--- src/rtl/seg_display_arbiter.sv ---
// seg_display_arbiter
//
// Shares one 8-digit multiplexed seven-segment display between two
// requesters. Ownership is granted round-robin. An owner keeps the display
// for a minimum tenure whenever the other side is waiting. Every hand-over
// inserts a blank gap, including when the same owner is granted again.
//
// Request/grant protocol: req[k] is a level. The requester holds it high for
// as long as it wants the display. grant[k] is a registered level that is
// high only while requester k owns the display. At most one grant bit is set.
// Dropping req[k] releases ownership. There is no per-transfer handshake.
//
// Ports
//   clk        in   clock, all logic on the rising edge
//   reset      in   synchronous, active-low
//   req[1:0]   in   per-requester request level
//   value0/1   in   8 hex nibbles, digit d = value[4d+3:4d], d=0 rightmost
//   dots0/1    in   per-digit decimal point, bit d high = dot lit
//   grant[1:0] out  registered owner indication, one-hot or zero
//   segments   out  active-low {g,f,e,d,c,b,a}
//   dot_point  out  active-low decimal point
//   anodes     out  active-low digit enables
module seg_display_arbiter #(
    parameter int SCAN_BITS    = 16,
    parameter int HOLD_CYCLES  = 50_000_000,
    parameter int BLANK_CYCLES = 1024
) (
    input  logic        clk,
    input  logic        reset,
    input  logic [1:0]  req,
    input  logic [31:0] value0,
    input  logic [7:0]  dots0,
    input  logic [31:0] value1,
    input  logic [7:0]  dots1,
    output logic [1:0]  grant,
    output logic [6:0]  segments,
    output logic        dot_point,
    output logic [7:0]  anodes
);

    // Hold counter saturates at HOLD_CYCLES, so it needs room for that value.
    localparam int HW = $clog2(HOLD_CYCLES + 1);
    localparam int BW = (BLANK_CYCLES > 1) ? $clog2(BLANK_CYCLES) : 1;

    localparam logic [HW-1:0] HOLD_MAX   = HW'(HOLD_CYCLES);
    localparam logic [HW-1:0] HOLD_LAST  = HW'(HOLD_CYCLES - 1);
    localparam logic [BW-1:0] BLANK_LAST = BW'(BLANK_CYCLES - 1);

    typedef enum logic [1:0] {
        IDLE  = 2'd0,
        OWN0  = 2'd1,
        OWN1  = 2'd2,
        BLANK = 2'd3
    } state_t;

    state_t          state;
    state_t          state_next;
    state_t          arb_pick;
    logic            last;        // last owner, round-robin pointer
    logic            last_next;
    logic [HW-1:0]   hold_cnt;
    logic [HW-1:0]   hold_next;
    logic [BW-1:0]   blank_cnt;
    logic [BW-1:0]   blank_next;
    logic [SCAN_BITS-1:0] scan;
    logic            hold_done;

    // Round-robin choice among the current requests. A tie goes to the
    // requester that did not own the display last.
    function automatic state_t arbitrate(input logic [1:0] r, input logic l);
        state_t s;
        case (r)
            2'b01:   s = OWN0;
            2'b10:   s = OWN1;
            2'b11:   s = l ? OWN0 : OWN1;
            default: s = IDLE;
        endcase
        return s;
    endfunction

    function automatic logic [6:0] hexmap(input logic [3:0] n);
        logic [6:0] s;
        case (n)
            4'h0: s = 7'h40;
            4'h1: s = 7'h79;
            4'h2: s = 7'h24;
            4'h3: s = 7'h30;
            4'h4: s = 7'h19;
            4'h5: s = 7'h12;
            4'h6: s = 7'h02;
            4'h7: s = 7'h78;
            4'h8: s = 7'h00;
            4'h9: s = 7'h10;
            4'hA: s = 7'h08;
            4'hB: s = 7'h03;
            4'hC: s = 7'h46;
            4'hD: s = 7'h21;
            4'hE: s = 7'h06;
            default: s = 7'h0E;
        endcase
        return s;
    endfunction

    // The counter starts at 0 on entry, so reaching HOLD_CYCLES-1 marks the
    // HOLD_CYCLES-th owned cycle. That cycle's edge is the earliest preemption.
    assign hold_done = (hold_cnt >= HOLD_LAST);
    assign arb_pick  = arbitrate(req, last);

    // ---------------------------------------------------------------- FSM
    always_ff @(posedge clk) begin
        if (!reset) begin
            state     <= IDLE;
            last      <= 1'b1;
            hold_cnt  <= '0;
            blank_cnt <= '0;
        end else begin
            state     <= state_next;
            last      <= last_next;
            hold_cnt  <= hold_next;
            blank_cnt <= blank_next;
        end
    end

    always_comb begin
        state_next = state;
        last_next  = last;
        hold_next  = hold_cnt;
        blank_next = blank_cnt;

        case (state)
            IDLE: begin
                state_next = arb_pick;
            end
            OWN0: begin
                if (!req[0] || (req[1] && hold_done)) begin
                    state_next = BLANK;
                    blank_next = '0;
                end else if (hold_cnt != HOLD_MAX) begin
                    hold_next = hold_cnt + HW'(1);
                end
            end
            OWN1: begin
                if (!req[1] || (req[0] && hold_done)) begin
                    state_next = BLANK;
                    blank_next = '0;
                end else if (hold_cnt != HOLD_MAX) begin
                    hold_next = hold_cnt + HW'(1);
                end
            end
            default: begin // BLANK
                // Requests are only looked at in the final gap cycle.
                if (blank_cnt == BLANK_LAST) begin
                    state_next = arb_pick;
                end else begin
                    blank_next = blank_cnt + BW'(1);
                end
            end
        endcase

        // Entering an owner state: record the owner and restart its tenure.
        if ((state_next == OWN0 || state_next == OWN1) && state_next != state) begin
            last_next = (state_next == OWN1);
            hold_next = '0;
        end
    end

    // ------------------------------------------------------- display scan
    logic [2:0]  digit;
    logic [31:0] own_value;
    logic [7:0]  own_dots;
    logic [31:0] shifted;

    assign digit     = scan[SCAN_BITS-1 -: 3];
    // The display follows the registered grant, which puts it one cycle
    // behind the grant output.
    assign own_value = grant[1] ? value1 : value0;
    assign own_dots  = grant[1] ? dots1  : dots0;
    assign shifted   = own_value >> {digit, 2'b00};

    always_ff @(posedge clk) begin
        if (!reset) begin
            scan      <= '0;
            grant     <= 2'b00;
            anodes    <= 8'hFF;
            segments  <= 7'h7F;
            dot_point <= 1'b1;
        end else begin
            scan <= scan + SCAN_BITS'(1);
            case (state)
                OWN0:    grant <= 2'b01;
                OWN1:    grant <= 2'b10;
                default: grant <= 2'b00;
            endcase
            if (grant != 2'b00) begin
                anodes    <= ~(8'b1 << digit);
                segments  <= hexmap(shifted[3:0]);
                dot_point <= ~own_dots[digit];
            end else begin
                anodes    <= 8'hFF;
                segments  <= 7'h7F;
                dot_point <= 1'b1;
            end
        end
    end

endmodule

--- config.mk ---
export PLATFORM = sky130hd
export DESIGN_NAME = seg_display_arbiter
export DESIGN_NICKNAME = d
export VERILOG_FILES = /design/src/rtl/seg_display_arbiter.sv
export SDC_FILE = /design/constraint.sdc
export NUM_CORES = 1
export LEC_CHECK = 0
export ABC_CLOCK_PERIOD_IN_PS = 4030
export CORE_ASPECT_RATIO = 1.4
export CORE_MARGIN = 2
export CORE_UTILIZATION = 35
export CTS_CLUSTER_DIAMETER = 100
export DETAILED_ROUTE_END_ITERATION = 7
export DONT_BUFFER_PORTS = 1
export PLACE_DENSITY = 0.49
export SYNTH_ARGS = -nofsm -noshare
export SYNTH_HDL_FRONTEND = slang
export SYNTH_SLANG_ARGS = --single-unit
--- constraint.sdc ---
create_clock -name clk -period 4.03 [get_ports clk]
set_input_delay 0.806 -clock clk [delete_from_list [all_inputs] [get_ports clk]]
set_output_delay 0.806 -clock clk [all_outputs]
set_load 0.01 [all_outputs]
==> results of run 1 <==
## registers in the layout, summed over array words and instances, names as in the netlist
| signal | cells |
|---|---|
| last | 1 |
| anodes | 8 |
| grant | 2 |
| blank_cnt | 10 |
| scan | 16 |
| dot_point | 1 |
| state | 2 |
| hold_cnt | 26 |
| segments | 7 |
## synth_stat cells (10+ instances only)
cell type and number:
sky130_fd_sc_hd__clkbuf_1 13, sky130_fd_sc_hd__nand3_1 22, sky130_fd_sc_hd__inv_1 20, sky130_fd_sc_hd__mux4_2 15, sky130_fd_sc_hd__a21oi_1 20, sky130_fd_sc_hd__xnor2_1 25
sky130_fd_sc_hd__dfxtp_1 73, sky130_fd_sc_hd__nand2_1 41, sky130_fd_sc_hd__mux4_1 10, sky130_fd_sc_hd__nor2_1 68, sky130_fd_sc_hd__xor2_1 10, sky130_fd_sc_hd__o21ai_0 10
sky130_fd_sc_hd__ha_1 15
## worst max path at each step
stage | end | slack, ns
after floorplan | segments[1]$_SDFF_PN1_ | 1.40
after global routing | segments[2]$_SDFF_PN1_ | 0.83
after CTS | segments[2]$_SDFF_PN1_ | 0.99
after detailed placement | segments[2]$_SDFF_PN1_ | 0.99
final | segments[2]$_SDFF_PN1_ | 1.01
after global placement | segments[2]$_SDFF_PN1_ | 1.05
## layout by cell type (no fill, tap or decap), types with 2 or more instances in the layout
| cell | count |
|---|---|
| sky130_fd_sc_hd__nor4_1 | 7 |
| sky130_fd_sc_hd__clkbuf_16 | 9 |
| sky130_fd_sc_hd__nor2_1 | 68 |
| sky130_fd_sc_hd__buf_4 | 5 |
| sky130_fd_sc_hd__clkinv_2 | 4 |
| sky130_fd_sc_hd__o31a_1 | 2 |
| sky130_fd_sc_hd__a21oi_1 | 20 |
| sky130_fd_sc_hd__o211ai_1 | 5 |
| sky130_fd_sc_hd__or3_1 | 6 |
| sky130_fd_sc_hd__nand3b_1 | 4 |
| sky130_fd_sc_hd__a31oi_1 | 2 |
| sky130_fd_sc_hd__or4_1 | 2 |
| sky130_fd_sc_hd__a311oi_1 | 2 |
| sky130_fd_sc_hd__o21ai_0 | 10 |
| sky130_fd_sc_hd__a32o_1 | 2 |
| sky130_fd_sc_hd__and4_1 | 6 |
| sky130_fd_sc_hd__a221o_1 | 2 |
| sky130_fd_sc_hd__nand3_1 | 22 |
| sky130_fd_sc_hd__xnor2_1 | 25 |
| sky130_fd_sc_hd__mux4_1 | 10 |
| sky130_fd_sc_hd__nand2b_1 | 3 |
| sky130_fd_sc_hd__o41ai_1 | 3 |
| sky130_fd_sc_hd__nor4b_1 | 2 |
| sky130_fd_sc_hd__ha_1 | 15 |
| sky130_fd_sc_hd__and3_1 | 6 |
| sky130_fd_sc_hd__o22ai_1 | 2 |
| sky130_fd_sc_hd__nor3_1 | 9 |
| sky130_fd_sc_hd__inv_1 | 20 |
| sky130_fd_sc_hd__mux2i_1 | 3 |
| sky130_fd_sc_hd__xor2_1 | 10 |
| sky130_fd_sc_hd__o21ai_1 | 9 |
| sky130_fd_sc_hd__nand4_1 | 7 |
| sky130_fd_sc_hd__nand2_1 | 41 |
| sky130_fd_sc_hd__and2_1 | 6 |
| sky130_fd_sc_hd__dfxtp_1 | 73 |
| sky130_fd_sc_hd__mux4_2 | 15 |
| sky130_fd_sc_hd__o31ai_1 | 3 |
## cells by family (layout without fill, tap and decap cells)
| kind of cell | Yosys count | in the layout |
|---|---|---|
| other cells | 0 | 1 |
| simple gates | 197 | 197 |
| flops | 73 | 73 |
| fa+ha+maj | 15 | 15 |
| compound gates | 78 | 78 |
| xor+xnor | 35 | 35 |
| mux | 30 | 30 |
| buf+inv | 46 | 42 |
## area by class of cell
| class | instances | area [um^2] | area share |
|---|---|---|---|
| Inverter | 21 | 78.83 | 0.01671 |
| Clock buffer | 10 | 239.0 | 0.05065 |
| Clock inverter | 6 | 57.56 | 0.01220 |
| Sequential cell | 73 | 1461 | 0.3097 |
| Timing Repair Buffer | 5 | 37.54 | 0.007955 |
| Antenna cell | 1 | 2.502 | 0.0005304 |
| Multi-Input combinational cell | 355 | 2654 | 0.5625 |
| Tap cell | 150 | 187.7 | 0.03978 |
## layer usage
metal / vias to the layer above / part of all wire
met3: 19 / 0.061
met2: 99 / 0.51
met1: 1623 / 0.40
met4: 0 / 0.032
li1: 1709 / -
met5: - / 0
## per-stage QoR
| stage | utilization | hold slack (ns) | power [uW] | cell area (um^2) | std cells |
|---|---|---|---|---|---|
| after floorplan | - | 0.4130 | 1545 | 4345 | 474 |
| after global placement | 0.3607 | 0.4262 | 1708 | 4419 | 604 |
| after detailed placement | 0.3607 | 0.4437 | 1711 | 4419 | 604 |
| after CTS | 0.3849 | 0.4521 | 2518 | 4716 | 620 |
| after global routing | 0.3851 | 0.4745 | 2634 | 4718 | 621 |
| final | 0.3851 | 0.4486 | 2484 | 4718 | 621 |
## power breakdown
group	total [uW]	switching [uW]	internal, uW
combinational	845	522	323
clock	796	305	491
sequential	843	71.5	771
total	2480	898	1590
==> qor.txt, run 1 <==
STATUS
-------------------------------------------------------------------------------------
Result of the run                                                        finished clean

PLACE
-------------------------------------------------------------------------------------
Worst Setup Slack post-DPL                                                  0.9910 ns
Final weighted congestion in routability-driven placement                      0.7695
Number of buffers inserted by port buffering                                        0
Detailed placer's ending HPWL                                                 7564 um

CLOCKING
-------------------------------------------------------------------------------------
CTS tree                                                                          yes
Number of buffers added by the clock tree synthesis step                            9
Resize count post-CTS                                                               0
Hold-fix buffers, CTS                                                               0
Cell chosen for the clock root                                           sky130_fd_sc_hd__clkbuf_16
H-tree depth reported by CTS                                                        3
Clock latency on the worst-skew pair                                          0.33 ns
Buffer depth of the longest clock path                                              2
Total number of clock tree sinks                                                   73
Setup Buffers After CTS                                                             0
Clock-pin slew of the registers on the worst-case setup and hold paths        0.06 ns

GLOBAL ROUTE
-------------------------------------------------------------------------------------
Met2 capacity usage during global routing                                      0.2850
GRT Residual Overflow                                                               0
Met3 Usage GRT                                                                0.04113
Via count of the first global-routing pass                                       3417
Antenna violations before repair                                                    1
Global-route wire length before repair                                       16460 um
Maximum number of pins on one net before global-route repair                       31
Global-route total usage across every layer                                    0.1536
Top Usage Layer GRT                                                              met2
Met1 global-route usage                                                        0.1575

STA
-------------------------------------------------------------------------------------
Clk_skew                                                                  0.005666 ns
Max-slew violation count                                                            0
RSZ-0062 raised after global routing                                            false
Total of endpoints with negative setup slack in the final report                    0
Tightest slew margin relative to the limit                                     0.3825
Minimum period implied by the final worst setup slack                        3.022 ns
Setup TNS Final                                                                  0 ns
Final-report hold violation count                                                   0
Worst setup margin                                                           1.008 ns
Worst Tran Pin Value                                                        0.9253 ns
Fmax achieved                                                               330.9 MHz
Part of the cycle the worst path needs                                         0.7498

CELLS AND AREA
-------------------------------------------------------------------------------------
Syn-to-layout area delta                                                       8.581%
Filler cell count                                                                1234
Fraction of final layout cells with drive strength greater than 1             0.09149
Final layout net count                                                            564

DIE
-------------------------------------------------------------------------------------
Floorplan Core Area                                                        12250 um^2
Die Y-Extent                                                                 135.8 um
Die outline area                                                           13340 um^2
Ports placed on the boundary                                                      102
Die span in x                                                                98.17 um
Effective utilization at floorplan                                             0.3547
Number of placement rows                                                           48

CRITICAL PATH
-------------------------------------------------------------------------------------
Cell with the biggest individual delay on the critical path              sky130_fd_sc_hd__dfxtp_1
Worst reg2reg path depth                                                            6
Worst R2R Setup Slack                                                         1.01 ns
Startpoint type of the worst setup path                                      register
Worst-path maximum fanout                                                          18
Most frequent cell on the critical path                                  sky130_fd_sc_hd__inv_1
CP peak stage delay                                                           0.92 ns
Crit path DAT                                                                 3.23 ns
List of cells traversed by the critical path                             mux4_1 > mux4_2 > inv_1 > ha_1 > inv_1 > a221o_1
Path length in cells of the critical path                                           6
Reg2Reg Capture Point                                                    segments[2]$_SDFF_PN1_
Critical Path Source                                                     scan[13]$_SDFF_PN0_
Buf/Inv on CP                                                                       2
Critical setup path kind                                                   reg -> reg
Category of the worst setup path capture point                               register
Required time of the critical path                                            4.24 ns
Family with the most delay on the worst path                             multiplexers
Beginning of the worst register-to-register path                         scan[13]$_SDFF_PN0_

DETAILED ROUTING
-------------------------------------------------------------------------------------
Mean routed wirelength per cell                                              16.41 um
Final wirelength                                                             10190 um
Iter 0 DRT Violations                                                              95
Residual DRC count                                                                  0
Vias                                                                             3450
Number of iterations in the first detailed-routing pass                             4
Number of vias per cell                                                         5.556
Detail Route Antenna Nets                                                           0

WORST HOLD PATH
-------------------------------------------------------------------------------------
Hold crit path type                                                        reg -> reg
Worst Hold Depth                                                                    1
Worst Hold Path EP                                                       scan[0]$_SDFF_PN0_
Beginning of the worst hold path                                         scan[0]$_SDFF_PN0_

LOGIC SYNTHESIS
-------------------------------------------------------------------------------------
Share of synthesized area spent on multiplexers                                0.1512
Post-synthesis sequential area ratio                                           0.3363
Async set or reset register ratio after synthesis                                   0
Parity-gate share of the synthesized area counting xor and xnor cells         0.07054
Synthesized-area fraction occupied by ao, oa, aoi and oai cells                0.1227
Register bit total from synthesis                                                  73
Dominant combinational cell family by area after synthesis               simple AND/OR/NAND/NOR gates
Synth Net Count                                                                   573
Distinct cells, synth                                                              67
Adder-cell share of the synthesized area                                      0.04319
Share of the synthesized area in the top cell type                             0.3363
Warnings from Yosys                                                                 0
Number of enable flip-flop cells after synthesis                                    0
Mean post-synth cell area                                                  9.168 um^2
Synth Cell Area                                                             4345 um^2
Share of synthesized cell area in and, or, nand and nor gates                  0.2232
Top cells by area in the synthesized netlist                             sky130_fd_sc_hd__dfxtp_1 (34%), sky130_fd_sc_hd__mux4_2 (7.8%), sky130_fd_sc_hd__mux4_1 (6.0%)
Synth Flop Type                                                          sky130_fd_sc_hd__dfxtp_1
Yosys top cell by area                                                   sky130_fd_sc_hd__dfxtp_1
Post-Syn Instances                                                                474

POWER
-------------------------------------------------------------------------------------
Worst IR drop on VDD                                                        0.3615 mV
Leak                                                                      0.001582 uW
Power per cell area                                                      526.4 nW/um^2

JOB
-------------------------------------------------------------------------------------
Count of maximum capacitance violations                                             0

Note: power is estimated with default switching activity, not from simulation.
==> run 2, diff against run 1 <==
--- a/config.mk
+++ b/config.mk
@@ -5,7 +5,7 @@
 export SDC_FILE = /design/constraint.sdc
 export NUM_CORES = 1
 export LEC_CHECK = 0
-export ABC_CLOCK_PERIOD_IN_PS = 4030
+export ABC_CLOCK_PERIOD_IN_PS = 3000
 export CORE_ASPECT_RATIO = 1.4
 export CORE_MARGIN = 2
 export CORE_UTILIZATION = 35
==> constraint.sdc (replaced) <==
create_clock -name clk -period 3 [get_ports clk]
set_input_delay 0.6 -clock clk [delete_from_list [all_inputs] [get_ports clk]]
set_output_delay 0.6 -clock clk [all_outputs]
set_load 0.01 [all_outputs]
==> run 2 against run 1 <==
Clock skew hardly changed. Clock-buffer cell count is 1 lower. Routed wire length is 2.4% lower. Register-to-register slack worse by 0.66 ns. First-iteration DRC count is 66% higher. Combinational power is 43% higher. Sequential share of layout area is 0.29 points lower. Maximum frequency is 14% higher. Cell count is 0.16% higher. Critical endpoint is now hold_cnt[24]$_SDFFE_PP0P_. Largest power group unchanged.
==> qor.txt, run 2 (synthesis gave the netlist of run 1 again) <==
CELLS AND AREA
-------------------------------------------------------------------------------------
Fraction of final layout cells with drive strength greater than 1             0.09534   +0.003850
Count of inserted antenna diode cells                                               0   -1
Final layout net count                                                            566   +0.35%
Most used cells in the layout excluding fill and tap cells               sky130_fd_sc_hd__dfxtp_1 (73), sky130_fd_sc_hd__nor2_1 (68), sky130_fd_sc_hd__nand2_1 (41), sky130_fd_sc_hd__xnor2_1 (25), sky130_fd_sc_hd__nand3_1 (22)
Count of non-filler cells in the finished layout                                  622   +0.16%
Largest registers ranked by flip-flop count                              hold_cnt: 26 flops, scan: 16 flops, blank_cnt: 10 flops
Syn-to-layout area delta                                                       9.617%
Max reg flops                                                                      26   unchanged
Leading cell type in the layout, fill and taps excluded                  sky130_fd_sc_hd__dfxtp_1
Area of all placed cells without fillers                                    4763 um^2   +0.95%
Largest Register                                                             hold_cnt

PLACE
-------------------------------------------------------------------------------------
Final weighted congestion in routability-driven placement                      0.8106   +5.3%
Detailed placer's ending HPWL                                                 7519 um   -0.59%
Worst Setup Slack post-DPL                                                  0.3465 ns   -0.6445 ns
# placed instances                                                                606   +0.33%
Number of buffers inserted by port buffering                                        0   unchanged
Area after DPL                                                              4459 um^2   +0.91%

STA
-------------------------------------------------------------------------------------
Total of endpoints with negative setup slack in the final report                    0   unchanged
Fmax achieved                                                               377.4 MHz   +14%
Tightest slew margin relative to the limit                                     0.5167   +0.1342
Setup TNS Final                                                                  0 ns   unchanged
RSZ-0062 raised after global routing                                            false
Final-report hold violation count                                                   0   unchanged
Worst setup margin                                                          0.3504 ns   -0.6579 ns
Minimum period implied by the final worst setup slack                        2.650 ns   -0.3721 ns
Part of the cycle the worst path needs                                         0.8832   +0.1334
Worst slack on hold paths                                                   0.3620 ns   -0.08657 ns
Clk_skew                                                                  0.005963 ns   +0.0002974 ns
Worst Tran Pin Value                                                        0.7174 ns   -0.2079 ns
Max-slew violation count                                                            0   unchanged

CRITICAL PATH
-------------------------------------------------------------------------------------
Beginning of the worst register-to-register path                         state[1]$_SDFF_PN0_
Required time of the critical path                                            3.26 ns   -0.98 ns
Worst-path maximum fanout                                                          26   +8
Critical setup path kind                                                   reg -> reg
Worst reg2reg path depth                                                            9   +3
Worst R2R Setup Slack                                                         0.35 ns   -0.66 ns
Category of the worst setup path capture point                               register
Startpoint type of the worst setup path                                      register
Crit path DAT                                                                 2.91 ns   -0.32 ns
Reg2Reg Capture Point                                                    hold_cnt[24]$_SDFFE_PP0P_

GLOBAL ROUTE
-------------------------------------------------------------------------------------
Global-route wire length before repair                                       16340 um   -0.71%
Antenna violations before repair                                                    0   -1
Maximum number of pins on one net before global-route repair                       27   -13%
Global-route total usage across every layer                                    0.1513   -0.002299
GRT Residual Overflow                                                               0   unchanged
Via count of the first global-routing pass                                       3340   -2.3%

DETAILED ROUTING
-------------------------------------------------------------------------------------
Mean routed wirelength per cell                                              16.00 um   -2.5%
Number of vias per cell                                                         5.542   -0.25%
Detail Route Antenna Nets                                                           0   unchanged
Iter 0 DRT Violations                                                             158   +66%
Residual DRC count                                                                  0   unchanged
Final wirelength                                                              9951 um   -2.4%
Number of iterations in the first detailed-routing pass                             4   unchanged
Vias                                                                             3447   -0.087%

CLOCKING
-------------------------------------------------------------------------------------
Setup Buffers After CTS                                                             0   unchanged
Cell chosen for the clock root                                           sky130_fd_sc_hd__clkbuf_16
H-tree depth reported by CTS                                                        3   unchanged
Buffer depth of the longest clock path                                              2   unchanged
CTS tree                                                                          yes
Resize count post-CTS                                                               0   unchanged
Total number of clock tree sinks                                                   73   unchanged
Clock latency on the worst-skew pair                                          0.33 ns   about the same
Hold-fix buffers, CTS                                                               0   unchanged
Number of buffers added by the clock tree synthesis step                            9   unchanged
Clock-pin slew of the registers on the worst-case setup and hold paths        0.06 ns   about the same

DIE
-------------------------------------------------------------------------------------
Die outline area                                                           13340 um^2   unchanged
Die span in x                                                                98.17 um   unchanged
Effective utilization at floorplan                                             0.3547   unchanged
Die Y-Extent                                                                 135.8 um   unchanged
Ports placed on the boundary                                                      102   unchanged
Floorplan Core Area                                                        12250 um^2   unchanged
Number of placement rows                                                           48   unchanged

POWER
-------------------------------------------------------------------------------------
Leak                                                                      0.001590 uW   +0.53%
Worst IR drop on VDD                                                        0.3917 mV   +8.3%
Power per cell area                                                      718.2 nW/um^2   +36%

JOB
-------------------------------------------------------------------------------------
Count of maximum capacitance violations                                             0   unchanged

WORST HOLD PATH
-------------------------------------------------------------------------------------
Hold crit path type                                                         in -> reg
Beginning of the worst hold path                                                reset
Worst Hold Depth                                                                    1   unchanged
Worst Hold Path EP                                                       last$_SDFFE_PN1P_

STATUS
-------------------------------------------------------------------------------------
Result of the run                                                        finished clean

## run 2: power by group
part,switching [uW],internal [uW]
sequential,92.3,1040
clock,434,651
combinational,712,497
total,1240,2180
## run 2: stage by stage
stage	util	power, uW
floorplan	-	2075
global placement	0.3640	2364
detailed placement	0.3640	2374
CTS	0.3888	3480
global route	0.3888	3635
finish	0.3888	3421
## run 2: worst max-delay path by stage
stage | from | end | slack (ns) | depth (start not counted)
after floorplan | value1[6] | segments[1]$_SDFF_PN1_ | 0.57 | 5
after global placement | scan[13]$_SDFF_PN0_ | segments[2]$_SDFF_PN1_ | 0.39 | 7
after detailed placement | state[1]$_SDFF_PN0_ | hold_cnt[24]$_SDFFE_PP0P_ | 0.35 | 9
after CTS | state[1]$_SDFF_PN0_ | hold_cnt[24]$_SDFFE_PP0P_ | 0.35 | 9
after global routing | state[1]$_SDFF_PN0_ | hold_cnt[23]$_SDFFE_PP0P_ | 0.16 | 9
final | state[1]$_SDFF_PN0_ | hold_cnt[24]$_SDFFE_PP0P_ | 0.35 | 9
## run 2: layout make-up
cell class                 count  area, um^2
clock buffer                   9       225.2
clock inverter                 7       78.83
fill                        1243        7488
inverter                      21       78.83
multi-input combinational    355        2654
sequential                    73        1461
tap                          150       187.7
timing repair buffer           7       77.57
## run 2: critical path, cell delays in order (launching register included)
cell,delay [ns]
sky130_fd_sc_hd__dfxtp_1,0.49
sky130_fd_sc_hd__inv_1,0.17
sky130_fd_sc_hd__ha_1,0.30
sky130_fd_sc_hd__a311oi_1,0.39
sky130_fd_sc_hd__a21boi_1,0.24
sky130_fd_sc_hd__nor3_1,0.06
sky130_fd_sc_hd__a311o_1,0.31
sky130_fd_sc_hd__o31a_1,0.32
sky130_fd_sc_hd__buf_12,0.17
sky130_fd_sc_hd__a21oi_1,0.12
## run 2: routing by layer
metal,vias up,part of all wire,global-route usage,wire length (um)
li1,1706,-,-,-
met1,1625,0.39,0.1622,3895
met2,102,0.53,0.2869,5286
met3,14,0.060,0.03393,599
met4,0,0.017,0.05784,170
met5,-,0,0,0
==> run 3, diff against run 2 <==
--- a/config.mk
+++ b/config.mk
@@ -5,14 +5,15 @@
 export SDC_FILE = /design/constraint.sdc
 export NUM_CORES = 1
 export LEC_CHECK = 0
-export ABC_CLOCK_PERIOD_IN_PS = 3000
+export CELL_PAD_IN_SITES_DETAIL_PLACEMENT = 1
+export CELL_PAD_IN_SITES_GLOBAL_PLACEMENT = 1
 export CORE_ASPECT_RATIO = 1.4
 export CORE_MARGIN = 2
 export CORE_UTILIZATION = 35
 export CTS_CLUSTER_DIAMETER = 100
 export DETAILED_ROUTE_END_ITERATION = 7
 export DONT_BUFFER_PORTS = 1
-export PLACE_DENSITY = 0.49
+export PLACE_DENSITY = 0.61
 export SYNTH_ARGS = -nofsm -noshare
 export SYNTH_HDL_FRONTEND = slang
 export SYNTH_SLANG_ARGS = --single-unit
==> run 3 against run 2 <==
First-iteration DRC count fell by 51%. Clock skew hardly changed. Clock-buffer cell count up 1. Flip-flop and latch count unchanged. Combinational power increased by 6%. Clock power up 16%. Die area unchanged. Power is 6.0% higher. Routed wire length up 12%. Setup slack improved by 0.066 ns. Design area grew 1.1%. Cell count is 0.48% higher.
==> qor.txt, run 3 (synthesis gave the netlist of run 1 again) <==
STATUS
-------------------------------------------------------------------------------------
Result of the run                                                        finished clean

POWER
-------------------------------------------------------------------------------------
Leak                                                                      0.001628 uW   +2.4%
Power per cell area                                                      753.2 nW/um^2   +4.9%
Worst IR drop on VDD                                                        0.4328 mV   +10%

CRITICAL PATH
-------------------------------------------------------------------------------------
Worst-path maximum fanout                                                          15   -42%
CP peak stage delay                                                           0.56 ns   +0.07 ns
Category of the worst setup path capture point                               register
Family with the most delay on the worst path                             multiplexers
Most frequent cell on the critical path                                  sky130_fd_sc_hd__mux4_2
Critical setup path kind                                                   reg -> reg
Worst reg2reg path depth                                                            8   -1
Beginning of the worst register-to-register path                         scan[13]$_SDFF_PN0_
Buf/Inv on CP                                                                       2   unchanged
Path length in cells of the critical path                                           8   -1
Cell with the biggest individual delay on the critical path              sky130_fd_sc_hd__mux4_2
List of cells traversed by the critical path                             buf_4 > mux4_2 > mux4_2 > clkinv_1 > ha_1 > o211ai_1 > o21ai_1 > nand2_1
Required time of the critical path                                            3.28 ns   +0.02 ns
Startpoint type of the worst setup path                                      register
Crit path DAT                                                                 2.86 ns   -0.05 ns
Critical Path Source                                                     scan[13]$_SDFF_PN0_

STA
-------------------------------------------------------------------------------------
Part of the cycle the worst path needs                                         0.8612   -0.02199
Worst Tran Pin Value                                                        0.7596 ns   +0.04223 ns
Final-report hold violation count                                                   0   unchanged
Worst slack on hold paths                                                   0.3625 ns   +0.0004820 ns
Setup TNS Final                                                                  0 ns   unchanged
Clk_skew                                                                  0.005832 ns   -0.0001308 ns
Tightest slew margin relative to the limit                                     0.4882   -0.02845
Max-slew violation count                                                            0   unchanged
Fmax achieved                                                               387.0 MHz   +2.6%
Total of endpoints with negative setup slack in the final report                    0   unchanged
RSZ-0062 raised after global routing                                            false
Minimum period implied by the final worst setup slack                        2.584 ns   -0.06596 ns

CLOCKING
-------------------------------------------------------------------------------------
Clock latency on the worst-skew pair                                          0.34 ns   about the same
H-tree depth reported by CTS                                                        3   unchanged
Total number of clock tree sinks                                                   73   unchanged
Hold-fix buffers, CTS                                                               0   unchanged
Buffer depth of the longest clock path                                              2   unchanged
Cell chosen for the clock root                                           sky130_fd_sc_hd__clkbuf_16
Clock-pin slew of the registers on the worst-case setup and hold paths        0.06 ns   about the same
Setup Buffers After CTS                                                             0   unchanged
CTS tree                                                                          yes
Resize count post-CTS                                                               0   unchanged
Number of buffers added by the clock tree synthesis step                            9   unchanged

DETAILED ROUTING
-------------------------------------------------------------------------------------
Met3 wire len                                                                  499 um   -17%
Detail Route Antenna Nets                                                           0   unchanged
Iter 0 DRT Violations                                                              78   -51%
Routed met1 length                                                            4520 um   +16%
Met2 layer wire length in the routed design                                   5921 um   +12%
Mean routed wirelength per cell                                              17.83 um   +11%
Highest signal layer in the routed design                                        met4
Final wirelength                                                             11150 um   +12%
Number of vias per cell                                                         5.664   +2.2%
Residual DRC count                                                                  0   unchanged
Vias                                                                             3540   +2.7%
Number of iterations in the first detailed-routing pass                             4   unchanged

CELLS AND AREA
-------------------------------------------------------------------------------------
Fraction of final layout cells with drive strength greater than 1             0.09895   +0.003608
Syn-to-layout area delta                                                       10.77%
Count of inserted antenna diode cells                                               0   unchanged
Filler cell count                                                                1401   +13%
Most used cells in the layout excluding fill and tap cells               sky130_fd_sc_hd__dfxtp_1 (73), sky130_fd_sc_hd__nor2_1 (68), sky130_fd_sc_hd__nand2_1 (41), sky130_fd_sc_hd__xnor2_1 (25), sky130_fd_sc_hd__nand3_1 (22)
Final layout net count                                                            569   +0.53%
Largest Register                                                             hold_cnt
Largest registers ranked by flip-flop count                              hold_cnt: 26 flops, scan: 16 flops, blank_cnt: 10 flops
Leading cell type in the layout, fill and taps excluded                  sky130_fd_sc_hd__dfxtp_1
Max reg flops                                                                      26   unchanged

DIE
-------------------------------------------------------------------------------------
Ports placed on the boundary                                                      102   unchanged
Floorplan Core Area                                                        12250 um^2   unchanged
Number of placement rows                                                           48   unchanged
Die outline area                                                           13340 um^2   unchanged
Die span in x                                                                98.17 um   unchanged
Die Y-Extent                                                                 135.8 um   unchanged
Effective utilization at floorplan                                             0.3547   unchanged

WORST HOLD PATH
-------------------------------------------------------------------------------------
Hold crit path type                                                         in -> reg
Worst Hold Depth                                                                    1   unchanged
Beginning of the worst hold path                                                reset

GLOBAL ROUTE
-------------------------------------------------------------------------------------
Global-route total usage across every layer                                    0.1724   +0.02116
Maximum number of pins on one net before global-route repair                       30   +11%
GRT Residual Overflow                                                               0   unchanged
Via count of the first global-routing pass                                       3781   +13%
Antenna violations before repair                                                    0   unchanged
Global-route wire length before repair                                       18670 um   +14%

PLACE
-------------------------------------------------------------------------------------
Number of buffers inserted by port buffering                                        0   unchanged
Final weighted congestion in routability-driven placement                      0.8318   +2.6%
Detailed placer's ending HPWL                                                 8445 um   +12%

JOB
-------------------------------------------------------------------------------------
Count of maximum capacitance violations                                             0   unchanged

==> run 3: cell types whose count changed in the layout (fill, tap and decap cells not counted) <==
cell / before / now
sky130_fd_sc_hd__buf_12: 2 / 1
sky130_fd_sc_hd__clkinvlp_4: 3 / 1
sky130_fd_sc_hd__inv_6: 2 / 1
sky130_fd_sc_hd__buf_4: 5 / 9
sky130_fd_sc_hd__clkbuf_1: 0 / 1
sky130_fd_sc_hd__bufinv_16: 1 / 3
==> run 3: where the power goes <==
group	switching, uW	internal (uW)	leakage (uW)
registers	66.3	1040	0.000591
clock network	429	817	0.000163
logic	761	516	0.000874
==> run 3: layout make-up <==
type | count | area [um^2] | share of cell area
Clock buffer | 10 | 229.0 | 0.04757
Clock inverter | 6 | 115.1 | 0.02391
Inverter | 21 | 78.83 | 0.01638
Multi-Input combinational cell | 355 | 2654 | 0.5513
Sequential cell | 73 | 1461 | 0.3036
Tap cell | 150 | 187.7 | 0.03899
Timing Repair Buffer | 10 | 87.58 | 0.01820
==> run 3: per-layer routing <==
layer | global-route usage | vias up
li1 | - | 1706
met1 | 0.1876 | 1741
met2 | 0.3261 | 75
met3 | 0.04319 | 18
met4 | 0.05479 | 0
met5 | 0 | -
==> run 3: stage by stage <==
| step | utilization | cell area (um^2) | setup slack [ns] | total power [uW] | std cells |
|---|---|---|---|---|---|
| floorplan | - | 4345 | 0.5742 | 2075 | 474 |
| global placement | 0.3648 | 4469 | 0.4649 | 2395 | 609 |
| detailed placement | 0.3648 | 4469 | 0.4051 | 2422 | 609 |
| CTS | 0.3929 | 4813 | 0.3854 | 3684 | 625 |
| global route | 0.3929 | 4813 | 0.2025 | 3861 | 625 |
| finish | 0.3929 | 4813 | 0.4163 | 3626 | 625 |
==> run 3: path summary, 6_finish.rpt <==
check / endpoint / slack (ns)
hold reg to reg: scan[0]$_SDFF_PN0_ / 0.45
setup reg to reg: segments[3]$_SDFF_PN1_ / 0.42
hold / removal: last$_SDFFE_PN1P_ / 0.36
setup / recovery: segments[3]$_SDFF_PN1_ / 0.42
